File: config.mk
export PLATFORM = sky130hd
export DESIGN_NAME = serial_frame_tx
export DESIGN_NICKNAME = d
export VERILOG_FILES = /design/src/rtl/serial_frame_tx.sv
export SDC_FILE = /design/constraint.sdc
export NUM_CORES = 1
export LEC_CHECK = 0
export ABC_AREA = 1
export CAP_MARGIN = 20
export CORE_UTILIZATION = 59
export DETAILED_ROUTE_END_ITERATION = 6
export GPL_TIMING_DRIVEN = 0
export PLACE_DENSITY_LB_ADDON = 0.3
export SYNTH_ARGS = -nofsm -noshare
export SYNTH_HDL_FRONTEND = slang
export SYNTH_SLANG_ARGS = --single-unit
export TNS_END_PERCENT = 10
File: constraint.sdc
create_clock -name sys_clk -period 6 [get_ports sys_clk]
set_clock_uncertainty 0.15 [all_clocks]
set_input_delay 0.9 -clock sys_clk [delete_from_list [all_inputs] [get_ports sys_clk]]
set_output_delay 0.9 -clock sys_clk [all_outputs]
set_load 0.02 [all_outputs]
File: src/rtl/serial_frame_tx.sv
// Serial frame transmitter: takes a payload word over valid/ready and shifts out
// sync word, payload (MSB first) and idle gap bits on a single registered line.
module serial_frame_tx #(
  parameter int unsigned      LEN    = 4,
  parameter logic [LEN-1:0]   STD    = 4'b1101,
  parameter int unsigned      DATA_W = 8,
  parameter int unsigned      GAP    = 2
) (
  input  logic              sys_clk,
  input  logic              rst,
  input  logic              tx_valid,
  input  logic [DATA_W-1:0] tx_data,
  output logic              tx_ready,
  output logic              dat_out,
  output logic              sync_flag,
  output logic              frame_done
);

  typedef enum logic [1:0] {
    ST_IDLE,
    ST_SYNC,
    ST_DATA,
    ST_GAP
  } state_t;

  localparam logic [7:0] SYNC_LAST = 8'(LEN - 1);
  localparam logic [7:0] DATA_LAST = 8'(DATA_W - 1);
  localparam logic [7:0] GAP_LAST  = (GAP == 0) ? 8'd0 : 8'(GAP - 1);

  state_t              state;
  state_t              state_nx;
  logic [7:0]          cnt;
  logic [7:0]          cnt_nx;
  logic [DATA_W-1:0]   shreg;
  logic [DATA_W-1:0]   shreg_nx;
  logic [LEN-1:0]      sync_word;
  logic                dat_d;
  logic                sync_d;
  logic                done_d;

  always_ff @(posedge sys_clk or negedge rst) begin
    if (!rst) begin
      state      <= ST_IDLE;
      cnt        <= 8'd0;
      shreg      <= '0;
      dat_out    <= 1'b0;
      sync_flag  <= 1'b0;
      frame_done <= 1'b0;
    end else begin
      state      <= state_nx;
      cnt        <= cnt_nx;
      shreg      <= shreg_nx;
      dat_out    <= dat_d;
      sync_flag  <= sync_d;
      frame_done <= done_d;
    end
  end

  // The counter clears on every state change, so each phase counts from zero.
  always_comb begin
    state_nx = state;
    cnt_nx   = cnt + 8'd1;
    shreg_nx = shreg;
    case (state)
      ST_IDLE: begin
        cnt_nx = 8'd0;
        if (tx_valid) begin
          state_nx = ST_SYNC;
          shreg_nx = tx_data;
        end
      end
      ST_SYNC: begin
        if (cnt == SYNC_LAST) begin
          state_nx = ST_DATA;
          cnt_nx   = 8'd0;
        end
      end
      ST_DATA: begin
        shreg_nx = shreg << 1;
        if (cnt == DATA_LAST) begin
          state_nx = (GAP != 0) ? ST_GAP : ST_IDLE;
          cnt_nx   = 8'd0;
        end
      end
      ST_GAP: begin
        if (cnt == GAP_LAST) begin
          state_nx = ST_IDLE;
          cnt_nx   = 8'd0;
        end
      end
      default: begin
        state_nx = ST_IDLE;
        cnt_nx   = 8'd0;
      end
    endcase
  end

  // Line outputs are decoded from the next state so the registered line lines
  // up with the state: first sync bit appears one cycle after the handshake.
  always_comb begin
    sync_word = STD >> (SYNC_LAST - cnt_nx);
    dat_d     = 1'b0;
    sync_d    = 1'b0;
    done_d    = 1'b0;
    case (state_nx)
      ST_SYNC: begin
        dat_d  = sync_word[0];
        sync_d = 1'b1;
      end
      ST_DATA: begin
        dat_d  = shreg_nx[DATA_W-1];
        done_d = (cnt_nx == DATA_LAST);
      end
      default: begin
        dat_d = 1'b0;
      end
    endcase
  end

  assign tx_ready = (state == ST_IDLE);

endmodule

After elaboration in Yosys (flattened, before gate mapping)
Cells that the tools add are included.
{"block": "word_totals", "ff_bits": 21, "input_bits": 11, "out_inout_bits": 4, "wordCells": 37}
{"block": "op_classes", "addsub": 2, "n_eq_ne": 10, "shift": 1, "n_mux": 14, "reduce_logical": 3}
{"cell": "two-way mux 8 bit", "n": 4}
{"cell": "case mux 8 bit (4 select lines)", "n": 1}
{"cell": "equality test 8 x 3 -> 1 bit, second input constant", "n": 2}
{"cell": "case mux 8 bit (2 select lines)", "n": 1}
{"cell": "adder 8 x 1 -> 8 bit, second input constant", "n": 1}
{"cell": "equality test 8 x 1 -> 1 bit, second input constant", "n": 1}
{"cell": "equality test 8 x 2 -> 1 bit, second input constant", "n": 1}
{"cell": "two-way mux 2 bit", "n": 4}
{"cell": "case mux 2 bit (4 select lines)", "n": 1}
{"cell": ">> shifter 4 x 8 -> 1 bit, first input constant", "n": 1}
{"cell": "subtractor 2 x 8 -> 8 bit, first input constant", "n": 1}
{"cell": "equality test 2 bit, second input constant", "n": 3}
{"cell": "equality test 2 x 1 -> 1 bit, second input constant", "n": 2}
{"cell": "logical NOT 2 bit", "n": 1}
{"cell": "two-way mux 1 bit", "n": 2}
{"cell": "!= test 2 bit, second input constant", "n": 1}
{"cell": "case mux 1 bit (2 select lines)", "n": 1}
{"cell": "AND reduction 2 bit", "n": 1}
{"cell": "nonzero test 2 bit", "n": 1}

Depth between registers and ports, before layout
{"block": "depth", "word_depth": 6, "ltp_mapped": 16, "ltp_nobuf": 16}

Worst setup path after synthesis
Ideal clock, no wire load.
{"block": "synth_path", "path_kind": "input to register", "startpoint": "in tx_valid", "endpoint": "reg dat_out", "setup_ns": 0.073, "arrival_time_ns": 1.994, "required_ns": 5.777, "path_slack_ns": 3.783, "cell_stages": 10, "path_buffers": 1, "cell_sequence": "clkbuf_1 -> nand2_1 -> o211ai_1 -> ha_1 -> nand2_1 -> inv_1 -> nand2_1 -> nor2_2 -> nand3_2 -> a21oi_2"}
{"block": "synth_between", "elab_chain_cells": 4, "elab_cells_between_ends": 7, "classes_between": "2 x eq/ne; 5 x mux"}
{"item": "start: declaration", "line_no": "11", "text": "input logic tx_valid,"}
{"item": "two-way mux 2 bit *", "line_no": "67", "text": "if (tx_valid) begin"}
{"item": "case mux 2 bit (4 select lines) *", "line_no": "64", "text": "case (state)"}
{"item": "named net state_nx[0]", "line_no": "31", "text": "state_t state_nx;"}
{"item": "equality test 2 bit / equality test 2 x 1 -> 1 bit (equally long branches)", "line_no": "105", "text": "case (state_nx)"}
{"item": "case mux 1 bit (2 select lines) *", "line_no": "105"}
{"item": "named net dat_d", "line_no": "37", "text": "logic dat_d;"}
{"item": "end signal: assignment", "line_no": "53", "text": "dat_out <= dat_d;"}
{"item": "end: declaration", "line_no": "14", "text": "output logic dat_out,"}
Mark *: on every way through the listed nets, which the timed path passes. The rest lies on a longest branch. The select of a mux whose other input is x is not followed.
A chain may end at the register's enable or synchronous reset.

Final worst setup path
{"block": "layout_path", "startpoint": "reg state[1]", "endpoint": "out tx_ready"}
{"block": "layout_between", "elab_chain_cells": 1}
{"item": "start: declaration", "line_no": "30", "text": "state_t state;"}
{"item": "start signal: assignment", "line_no": "50", "text": "state <= state_nx;"}
{"item": "logical NOT 2 bit", "line_no": "120", "text": "assign tx_ready = (state == ST_IDLE);"}
{"item": "end: declaration", "line_no": "13", "text": "output logic tx_ready,"}
Every way passes these cells.

==> reports/qor.yml <==
status: "finished clean"
max_freq_mhz: 346
worstPathArrival_ps: 1840
path_cells: "buf_6 -> nor2_1 -> buf_2 -> clkdlybuf4s50_1"
synth_top_family_by_area: "simple AND/OR/NAND/NOR gates"
htreeDepth: 1
relSlewSlack: 0.375
routedWlPerCell_um: 12.9
grt_remaining_overflow: 0
first_pass_iters: 4
synth_fa_ha_area_frac: 0.0580
min_period_ps: 2890
drv_cap: 0
worstSetupStartpointType: "register"
cts.reportedPaths.clkPinSlew_ps: 120
drt_drc_violations_left: 0
power_density_nw_per_um2: 428
root_buffer: "clkbuf_4"
rsz0062_at_grt: "false"
cts_tree: "yes"
core-area_um2: 2020
mostFrequentLayoutCells: "inv_1 (30), nand2_1 (28), dfrtp_1 (21), nor2_1 (16), nand3_1 (15)"
final_common_cell: "inv_1"
vias: 1095
cpMaxStageDelayCell: "clkdlybuf4s50_1"
drt_wl_total_mm: 2.65
cp_top_family: "buffers and inverters"
finalSetupViolations: 0
finalNonFillerCells: 205
path_max_fanout: 10
layout_setup_ws_ps: 3110
synth_top_area_frac: 0.406
synth_area_um2: 1290
syn-num-nets: 178
area_growth_pct: 14.8
crit_type: "reg2out"
finalHoldViolCount: 0
place_inst: 201
ys_seq_area_frac: 0.406
fill_cells: 161
ys_types: 30
syn_inst: 161
finalSetupTns_ps: 0
final_nets: 196
dp_hpwl_mm: 2.05
drt_iter0_drc: 26
detail-route-antenna-nets: 0
crit_path_end_kind: "output port"
place_congestion: 0.892
ff_latch_area_um2: 526
synth-simple-area-share: 0.251
slew_viol_final: 0
yosys-top-cells-area: "dfrtp_1 (41%), inv_1 (8.7%), nand2_1 (8.1%)"
tightest_slew_ps: 934
die_area_um2: 2390
ys_ff_latch: 21
worst_path_largest_cell_delay_ps: 630
cts_hold_buf: 0
critPathBufInv: 3
p_leak_nw: 0.765
dp_slack_ps: 3480
die_h_um: 48.9
antenna_found_initial: 0
grt_pass1_wl_mm: 4.59
synthMuxAreaShare: 0
synth_compound_area_frac: 0.151
drt-vias-per-instance: 5.34
insertion_delay_ps: 320
portBuffers: 13
ir_worst_vdd_uv: 362
cts_sinks: 21
yosys_warnings: 0
postCtsSetupBuffers: 0
cts_buffers: 3
grt.total_usage: 0.251
avgSynthCellArea_um2: 8.04
io_pins: 15
initial_core_util: 0.640
rows: 16
grt_max_degree: 22
drive_gt1_frac: 0.140
synth-xor-area-share: 0.00676
post-route-period-util: 0.482
rrSetupSlack_ps: 3540
dieWidth_um: 48.9
cp.required_ps: 4950
min_path_type: "reg2reg"
post_cts_resized: 0
first_global_vias: 1078
multi_input_area_um2: 604
cts.path.max_buffers: 2
antennaDiodeCount: 0
post-route-util: 0.735
synth_top_area_cell: "dfrtp_1"
worst reg2reg max path, stage by stage (launching register included):
cell,delay (ps)
dfrtp_1,490
ha_1,180
buf_2,170
nand3_1,90
o21ai_1,180
inv_1,120
nor3_1,370
inv_1,90
ha_1,210
nand2_1,70
inv_1,40
nand2_1,60
nor2_2,40
nand3_2,70
a21oi_2,50
per-layer routing:
metal,up-vias,share of wire,global-route usage
met5,-,0,0
met2,26,0.49,0.428
met3,5,0.045,0.0280
met4,0,0.013,0.0735
met1,508,0.45,0.336
li1,556,-,-
worst paths after layout:
path	start	endpoint	cells past startpoint
worst min-delay path	shreg[5]$_DFFE_PN0P_	shreg[5]$_DFFE_PN0P_	2
max in group asynchronous	rst	cnt[0]$_DFF_PN0_	1
worst max-delay path	state[1]$_DFF_PN0_	tx_ready	4
worst min register to register	shreg[5]$_DFFE_PN0P_	shreg[5]$_DFFE_PN0P_	2
min in group asynchronous	rst	shreg[0]$_DFFE_PN0P_	1
worst max register to register	cnt[0]$_DFF_PN0_	dat_out$_DFF_PN0_	14
synth_stat cells (all sizes together):
cell	n
nand3	18
clkinv	1
a21o	1
ha	6
clkbuf	1
nand4	3
nand2	30
o211ai	5
xnor2	1
nor3	1
buf	4
o221ai	7
inv	33
dfrtp	21
o21ai	5
a21oi	3
o21bai	2
nor2	19
kinds of logic (layout without fill, tap and decap cells):
logic type,after synthesis,after routing
and+or+nand+nor,71,71
buffers and inverters,39,56
AOI/OAI and AO/OA,23,23
DFF,21,21
adders and majority gates,6,6
xor gates and xnor gates,1,1
per-stage QoR:
stage / power, mW / hold WS [ps] / instance area [µm²]
final: 0.637 / 423 / 1490
after global routing: 0.688 / 463 / 1490
after CTS: 0.638 / 419 / 1490
after detailed placement: 0.566 / 390 / 1460
after global placement: 0.547 / 385 / 1460
after floorplan: 0.476 / 354 / 1290
registers in the layout (all words and copies together), names as in the netlist:
signal / count
cnt: 8
dat_out: 1
frame_done: 1
shreg: 8
state: 2
sync_flag: 1
where the power goes:
| group | total, mW | switching [mW] | internal, mW |
|---|---|---|---|
| Sequential | 0.213 | 0.0263 | 0.187 |
| Combinational | 0.351 | 0.219 | 0.132 |
| Clock | 0.0721 | 0.0472 | 0.0250 |
layout make-up:
class	count	share of cell area
clock buffer	3	0.0152
multi-input combinational	101	0.407
timing repair buffer	13	0.0875
tap	27	0.0227
clock inverter	1	0.00337
inverter	34	0.0892
buffer	5	0.0219
sequential	21	0.354
Power figures use the tool's default switching activity.
